$ cat src/rtl/alu_seq_pkg.sv
// Shared types and constants for the nibble-serial ALU sequencer and its alu4 slice.
package alu_seq_pkg;

    localparam int NIBBLE_W = 4;

    // Common 74181 function selects (arithmetic mode)
    localparam logic [3:0] S_ADD = 4'b1001;
    localparam logic [3:0] S_SUB = 4'b0110;

    typedef enum logic [1:0] {
        IDLE,
        RUN,
        DONE
    } state_t;

    // Index counter width: enough to address every nibble, never narrower than one bit
    function automatic int idx_width(input int nibbles);
        return (nibbles > 1) ? $clog2(nibbles) : 1;
    endfunction

endpackage

$ cat src/rtl/alu4.sv
// 74181-style 4-bit ALU slice: active-high data, active-low carry in/out.
module alu4
    import alu_seq_pkg::*;
(
    input  logic [NIBBLE_W-1:0] a,
    input  logic [NIBBLE_W-1:0] b,
    input  logic [3:0]          s,
    input  logic                m,
    input  logic                cin_re,
    output logic [NIBBLE_W-1:0] y,
    output logic                cout_re
);

    logic [NIBBLE_W-1:0] x_term;
    logic [NIBBLE_W-1:0] y_term;
    logic [NIBBLE_W-1:0] logic_f;
    logic [NIBBLE_W:0]   sum;

    // Arithmetic mode is the sum of two select-gated terms plus the carry
    always_comb begin
        x_term = a | (b & {NIBBLE_W{s[0]}}) | (~b & {NIBBLE_W{s[1]}});
        y_term = (a & ~b & {NIBBLE_W{s[2]}}) | (a & b & {NIBBLE_W{s[3]}});
        sum    = {1'b0, x_term} + {1'b0, y_term} + {{NIBBLE_W{1'b0}}, ~cin_re};
    end

    always_comb begin
        logic_f = '0;
        case (s)
            4'b0000: logic_f = ~a;
            4'b0001: logic_f = ~(a | b);
            4'b0010: logic_f = ~a & b;
            4'b0011: logic_f = '0;
            4'b0100: logic_f = ~(a & b);
            4'b0101: logic_f = ~b;
            4'b0110: logic_f = a ^ b;
            4'b0111: logic_f = a & ~b;
            4'b1000: logic_f = ~a | b;
            4'b1001: logic_f = ~(a ^ b);
            4'b1010: logic_f = b;
            4'b1011: logic_f = a & b;
            4'b1100: logic_f = '1;
            4'b1101: logic_f = a | ~b;
            4'b1110: logic_f = a | b;
            4'b1111: logic_f = a;
            default: logic_f = '0;
        endcase
    end

    assign y       = m ? logic_f : sum[NIBBLE_W-1:0];
    assign cout_re = ~sum[NIBBLE_W];

endmodule

$ cat src/rtl/alu4_seq.sv
// Nibble-serial wide ALU: feeds one alu4 slice LSB nibble first with a registered ripple carry.
// Optional ALU_SEQ_ZERO_FLAG_EN adds a registered res_zero output.
module alu4_seq
    import alu_seq_pkg::*;
#(
    parameter int WIDTH = 16
) (
    input  logic             clock,
    input  logic             reset,
    input  logic             in_valid,
    output logic             in_ready,
    input  logic [WIDTH-1:0] op_a,
    input  logic [WIDTH-1:0] op_b,
    input  logic [3:0]       op_s,
    input  logic             op_m,
    input  logic             op_cin,
    output logic             res_valid,
    input  logic             res_ready,
    output logic [WIDTH-1:0] res_y,
    output logic             res_cout
`ifdef ALU_SEQ_ZERO_FLAG_EN
    ,
    output logic             res_zero
`endif
);

    localparam int NIBBLES = WIDTH / NIBBLE_W;
    localparam int IDX_W   = idx_width(NIBBLES);
    localparam logic [IDX_W-1:0] LAST_IDX = IDX_W'(NIBBLES - 1);

    state_t             state_reg;
    logic [IDX_W-1:0]   idx_reg;
    logic               carry_re_reg;
    logic [WIDTH-1:0]   a_reg;
    logic [WIDTH-1:0]   b_reg;
    logic [3:0]         s_reg;
    logic               m_reg;
    logic [WIDTH-1:0]   y_reg;
    logic               cout_reg;
    logic               in_ready_reg;
    logic               valid_reg;
`ifdef ALU_SEQ_ZERO_FLAG_EN
    logic               zero_reg;
`endif

    logic [NIBBLE_W-1:0] a_nib [NIBBLES];
    logic [NIBBLE_W-1:0] b_nib [NIBBLES];
    logic [NIBBLE_W-1:0] alu_y;
    logic                alu_cout_re;
    logic [WIDTH-1:0]    y_next;

    // Nibble views of the captured operands, and the result with the current nibble merged in
    generate
        for (genvar gi = 0; gi < NIBBLES; gi++) begin : g_nib
            assign a_nib[gi] = a_reg[gi*NIBBLE_W +: NIBBLE_W];
            assign b_nib[gi] = b_reg[gi*NIBBLE_W +: NIBBLE_W];
            assign y_next[gi*NIBBLE_W +: NIBBLE_W] =
                (idx_reg == IDX_W'(gi)) ? alu_y : y_reg[gi*NIBBLE_W +: NIBBLE_W];
        end
    endgenerate

    alu4 u_alu4 (
        .a       (a_nib[idx_reg]),
        .b       (b_nib[idx_reg]),
        .s       (s_reg),
        .m       (m_reg),
        .cin_re  (carry_re_reg),
        .y       (alu_y),
        .cout_re (alu_cout_re)
    );

    always_ff @(posedge clock or posedge reset) begin
        if (reset) begin
            state_reg    <= IDLE;
            idx_reg      <= '0;
            carry_re_reg <= 1'b1;
            a_reg        <= '0;
            b_reg        <= '0;
            s_reg        <= '0;
            m_reg        <= 1'b0;
            y_reg        <= '0;
            cout_reg     <= 1'b0;
            in_ready_reg <= 1'b1;
            valid_reg    <= 1'b0;
`ifdef ALU_SEQ_ZERO_FLAG_EN
            zero_reg     <= 1'b0;
`endif
        end else begin
            case (state_reg)
                IDLE: begin
                    if (in_valid) begin
                        a_reg        <= op_a;
                        b_reg        <= op_b;
                        s_reg        <= op_s;
                        m_reg        <= op_m;
                        carry_re_reg <= ~op_cin;
                        idx_reg      <= '0;
                        in_ready_reg <= 1'b0;
                        state_reg    <= RUN;
                    end
                end
                RUN: begin
                    y_reg        <= y_next;
                    carry_re_reg <= alu_cout_re;
                    if (idx_reg == LAST_IDX) begin
                        // Final carry goes straight to res_cout; it equals carry_re once in DONE
                        cout_reg  <= ~alu_cout_re;
                        valid_reg <= 1'b1;
                        idx_reg   <= '0;
                        state_reg <= DONE;
`ifdef ALU_SEQ_ZERO_FLAG_EN
                        zero_reg  <= (y_next == '0);
`endif
                    end else begin
                        idx_reg <= idx_reg + IDX_W'(1);
                    end
                end
                DONE: begin
                    if (res_ready) begin
                        valid_reg    <= 1'b0;
                        in_ready_reg <= 1'b1;
                        state_reg    <= IDLE;
                    end
                end
                default: begin
                    state_reg    <= IDLE;
                    in_ready_reg <= 1'b1;
                    valid_reg    <= 1'b0;
                end
            endcase
        end
    end

    assign in_ready  = in_ready_reg;
    assign res_valid = valid_reg;
    assign res_y     = y_reg;
    assign res_cout  = cout_reg;
`ifdef ALU_SEQ_ZERO_FLAG_EN
    assign res_zero  = zero_reg;
`endif

endmodule

$ cat config.mk
export PLATFORM = sky130hd
export DESIGN_NAME = alu4_seq
export DESIGN_NICKNAME = d
export VERILOG_FILES = /design/src/rtl/alu_seq_pkg.sv /design/src/rtl/alu4.sv /design/src/rtl/alu4_seq.sv
export SDC_FILE = /design/constraint.sdc
export NUM_CORES = 1
export LEC_CHECK = 0
export ABC_AREA = 0
export BUFFER_PORTS_ARGS = -buffer_cell sky130_fd_sc_hd__clkbuf_2
export CAP_MARGIN = 20
export CELL_PAD_IN_SITES_DETAIL_PLACEMENT = 2
export CELL_PAD_IN_SITES_GLOBAL_PLACEMENT = 2
export CORE_AREA = 2 2 112 114
export CTS_CLUSTER_SIZE = 20
export DETAILED_ROUTE_END_ITERATION = 10
export DIE_AREA = 0 0 114 116
export PLACE_DENSITY = 0.79
export SLEW_MARGIN = 20
export SYNTH_ARGS = -nofsm -noshare
export SYNTH_HDL_FRONTEND = slang
export SYNTH_SLANG_ARGS = --single-unit
$ cat constraint.sdc
create_clock -name clock -period 3.2 [get_ports clock]
set_clock_uncertainty 0.15 [all_clocks]
set_input_delay 0.16 -clock clock [delete_from_list [all_inputs] [get_ports clock]]
set_output_delay 0.16 -clock clock [all_outputs]
set_load 0.01 [all_outputs]
Yosys cells after proc, flatten, opt, wreduce, memory -nomap -nowiden:

Cells that the tools add are included.

* reduce and logical (&&, ||, !) cells: 13
* divide/modulo/power cells: 0
* add/sub/neg operators: 3
* shifts and indexed selects: 0
* order comparisons: 1
* bitwise logic cells: 25
* multipliers: 0
* multiplexer cells: 23
* eq/ne operators: 23

Operator list (number)
* 4-bit case mux with 16 select lines: 1
* 4-bit == test (second input constant): 8
* 4-bit AND: 7
* 4-bit bitwise OR: 6
* 4-bit two-way mux: 5
* 4-bit inverter: 5
* 4-bit binary-select mux with 2-bit select: 2
* 4-bit by 3-bit == test with 1-bit output (second input constant): 4
* 2-bit AND reduction: 6
* 2-bit two-way mux: 5
* 3-bit AND reduction: 3
* 4-bit by 2-bit == test with 1-bit output (second input constant): 2
* 2-bit == test (second input constant): 3
* 2-bit inequality test (second input constant): 3
* 1-bit case mux with 3 select lines: 2
* 2-bit case mux with 3 select lines: 1
* 4-bit by 4-bit adder with 5-bit output: 1
* 5-bit by 1-bit adder with 5-bit output: 1
* 1-bit two-way mux: 5
* 1-bit inverter: 5
* 2-bit by 1-bit == test with 1-bit output (second input constant): 2
* 4-bit by 1-bit == test with 1-bit output (second input constant): 1
* 2-bit zero test: 2
* 4-bit zero test: 1
* 7 further kinds: 7

* memory bits (writable): 0
* logic and storage cells: 102
* output and inout bits: 19
* register bits after elaboration: 61
* latch bits: 0
* memories: 0
* ROM bits: 0
* input port bits: 42

Logic depth before layout (Yosys ltp):

* word-level depth: 12
* mapped depth: 13
* depth with buffers taken out: 12

Hierarchy:

From an unflattened synthesis, not the netlist that was laid out.

* cell total of the unflattened synthesis: 318
* area, all modules: 3809.9 um2

Modules (own cells, without submodules)
* alu4_seq: cells each 161, sequential area each 1529.0 um2, times used 1, area an instance 2691.3 um2
* alu4: cells each 157, sequential area each 0.0 um2, times used 1, area an instance 1118.6 um2

Least setup slack after synthesis:

OpenSTA, ideal clock, no wires.

* path kind: flip-flop to flip-flop
* start point: reg idx_reg[0]
* end point: reg y_reg[13], in the netlist res_y[13]
* buffers on the path: 1
* setup slack: -127 ps
* arrival: 3095 ps
* library setup time: 82 ps
* required time: 2968 ps
* stages on the path, launching flop included: 11
* cell sequence: dfrtp_1 -> buf_6 -> mux4_1 -> ha_1 -> a22o_1 -> fa_1 -> inv_1 -> fa_1 -> o2111ai_1 -> a2111oi_4 -> a31oi_1

* longest elaborated chain between the ends: 11

Ends and longest elaborated chain
* start, declared: RTL line alu4_seq.sv:32 `logic [IDX_W-1:0] idx_reg;`
* start signal, assigned: RTL line alu4_seq.sv:115 `idx_reg <= idx_reg + IDX_W'(1);`
* 2-bit inverter with 3-bit output (not written as such): RTL line alu4_seq.sv:63, alu4_seq.sv:64
* 4-bit binary-select mux with 2-bit select: RTL line alu4_seq.sv:64 `.b (b_nib[idx_reg]),`
* 4-bit two-way mux (not written as such) (2 in a row): RTL line alu4_seq.sv:64
* 4-bit inverter
* 4-bit AND: RTL line alu4.sv:22, alu4.sv:36
* 4-bit AND: RTL line alu4.sv:22 `y_term = (a & ~b & {NIBBLE_W{s[2]}}) | (a & b & {NIBBLE_W{s[3]}});`
* 4-bit bitwise OR: RTL line alu4.sv:22
* 4-bit by 4-bit adder with 5-bit output: RTL line alu4.sv:23 `sum = {1'b0, x_term} + {1'b0, y_term} + {{NIBBLE_W{1'b0}}, ~cin_re};`
* 5-bit by 1-bit adder with 5-bit output: RTL line alu4.sv:23
* 4-bit two-way mux: RTL line alu4.sv:49 `assign y = m ? logic_f : sum[NIBBLE_W-1:0];`
* end signal, assigned: RTL line alu4_seq.sv:103 `y_reg <= y_next;`
* end, declared: RTL line alu4_seq.sv:38 `logic [WIDTH-1:0] y_reg;`

Several ways; a longest one is shown, not always the timed one. The select of a mux whose other input is x is not followed.
A chain may end at the register's enable or synchronous reset.

Final worst setup path:

* start point: reg idx_reg[0]
* end point: reg y_reg[7], in the netlist res_y[7]

Same word-level chain as after synthesis.

==> impl_metrics.yaml <==
detailed_routing:
  drcViolationCount: 0
  ant_nets: 0
  wl_um: 21850
  drt_iter0_drc: 229
  routedWlPerCell_um: 32.90
  vias: 3937
  drt_first_pass_iters: 5
  drt-vias-per-instance: 5.929
flow_run:
  max_cap_violations: 0
finish:
  final_util: 0.4730
  area_growth_pct: 44.56
  antenna-diode-count: 0
  stdcell_area_um2: 5634
  layout-drive-gt1-share: 0.4352
  fillCellCount: 1202
  layout.nets: 579
global_route:
  grt_usage: 0.3021
  grt_pass1_vias: 4442
  met3_usage: 0.06695
  grt_max_degree: 41
  grt_most_used_layer: "met2"
  antenna_found_initial: 1
  met1_usage: 0.3512
  grt_pass1_wl_um: 28890
  use_met2: 0.5377
  gr-total-overflow: 0
timing:
  setup-violations-final: 18
  rsz0062_at_grt: "true"
  timing.fmax_ghz: 0.2749
  layout_setup_ws_ns: -0.4373
  slew_violations: 0
  relSlewSlack: 0.3942
  hold_slack_ns: 0.08403
  fin_crit_sh: 1.137
  finalCriticalPeriod_ns: 3.637
  worst_pin_slew_ns: 0.9074
  finalHoldViolations: 0
placed_design:
  gp_congestion: 0.8848
  numPortBuffers: 60
  placed_area_um2: 4637
  hpwl_um: 10190
  place_ws_ns: -0.4067
logic_synthesis:
  synthesis.nets: 430
  synth_edf_count: 0
  synthCells: 363
  ys_seq_area_frac: 0.3923
  synthFlopType: "dfrtp_1"
  ys_warn_count: 0
  ys_ff_latch: 61
  yosysUniqueCellTypes: 58
  synthArstFlopShare: 1.000
  synth_area_um2: 3897
  avgSynthCellArea_um2: 10.74
floorplan:
  num_rows: 40
  fp.dieH_um: 116
  die_area_um2: 13220
  pin_count: 61
  core_um2: 11910
  start_util: 0.3272
  die_w_um: 114
clocking:
  cts_tree: "built"
  clk_pin_slew_ns: 0.06
  worstSkewPairLatency_ns: 0.34
  root_buffer: "clkbuf_16"
  cts_sinks: 61
  cts.htree.levels: 3
  clock_path_buffers: 2
  numCtsBuffers: 9
critical_path:
  crit_required_ns: 3.29
  worstSetupPathType: "reg -> reg"
  setup.worst_path.start: "idx_reg[0]"
  critPathCaptureType: "flop"
  start_kind: "flop"
  worstPathArrival_ns: 3.73
  reg2reg_from: "idx_reg[0]"
  crit_fanout: 6
min_path:
  hold_class: "in -> reg"
  hp-start: "op_cin"
outcome:
  outcome: "finished, violations left"
  failed_checks: "setup timing"
-- path summary, 6_finish.rpt --
kind,to,slack [ns],cells past startpoint
worst max-delay path,res_y[7],-0.44,13
worst min-delay path,carry_re_reg,0.08,4
worst max register to register,res_y[7],-0.44,13
worst min register to register,b_reg[6],0.40,1
max in group asynchronous,carry_re_reg,1.51,4
min in group asynchronous,b_reg[5],0.47,3
-- synthesized netlist by cell type, types with 7 or more instances --
cell,n,share of area
nand2b_1,7,0.011
dfrtp_1,59,0.38
nand2_1,32,0.031
nor2_1,15,0.014
a31oi_1,12,0.019
o21ai_0,22,0.028
ha_1,23,0.074
a21oi_1,9,0.012
nor2b_1,14,0.022
buf_2,12,0.015
inv_1,23,0.022
mux2_2,35,0.10
-- logic make-up (layout without fill, tap and decap cells) --
| family | count (synthesis) | count (layout) | synth area share |
|---|---|---|---|
| AO/OA/AOI/OAI | 88 | 88 | 0.1657 |
| XOR/XNOR | 1 | 1 | 0.002248 |
| adder cells (fa/ha/maj) | 25 | 25 | 0.08411 |
| buffers and inverters | 47 | 201 | 0.05907 |
| flip-flops | 61 | 61 | 0.3923 |
| multiplexers | 49 | 49 | 0.1647 |
| AND/OR/NAND/NOR | 92 | 92 | 0.1319 |
-- area by class of cell --
type / instances / area [um^2] / area share
multi-input cells: 255 / 2336 / 0.4146
clock inverters: 6 / 63.81 / 0.01133
clock buffers: 10 / 229.0 / 0.04064
well taps: 147 / 183.9 / 0.03264
flip-flops and latches: 61 / 1531 / 0.2718
repair buffers: 161 / 1199 / 0.2127
inverters: 24 / 91.34 / 0.01621
-- critical path, cell delays in order, from the launching register on --
cell,delay (ns)
dfrtp_2,0.50
buf_6,0.15
buf_4,0.11
mux4_2,0.59
buf_6,0.16
o211ai_1,0.35
ha_4,0.30
a21oi_4,0.22
buf_4,0.16
a21oi_1,0.10
a211oi_2,0.25
buf_4,0.18
nand2_1,0.10
o22ai_2,0.20
-- cells in the final DEF (no fill, tap or decap), types with 4 or more instances in the layout --
cell type,netlist,final
a21oi_1,9,8
a22o_1,6,5
a2bb2oi_1,4,4
a31oi_1,12,11
and2_1,5,4
buf_4,6,53
buf_6,2,8
clkbuf_16,0,9
clkbuf_2,0,60
dfrtp_1,59,57
dlygate4sd3_1,0,39
ha_1,23,15
ha_4,0,5
inv_1,23,20
mux2_2,35,34
mux2i_1,6,5
mux4_2,6,8
nand2_1,32,32
nand2b_1,7,7
nor2_1,15,15
nor2b_1,14,13
o21ai_0,22,18
o21ai_1,1,4
-- per-stage QoR --
stage / instances / setup TNS, ns
2_1_floorplan: 363 / 0
3_3_place_gp: 594 / -1.613
3_5_place_dp: 594 / -3.597
4_1_cts: 657 / -1.204
5_1_grt: 664 / -5.800
6_report: 664 / -5.294
-- layer usage --
metal  wire (um)  share of wire
met1        8501           0.39
met2       10900           0.50
met3        1254          0.057
met4        1185          0.054
met5           9        0.00041
-- what timing repair did --
| action | in CTS | in global routing |
|---|---|---|
| setup buffers | 8 | 7 |
| setup endpoints to repair | 18 | 18 |
| pin swaps | 11 | 11 |
| hold endpoints to repair | 78 | 0 |
| gates resized for setup | 18 | 28 |
| hold buffers | 39 | 0 |
Power is not shown: default switching activity piles up to over one toggle a cycle in this logic, so the estimate is an artifact.
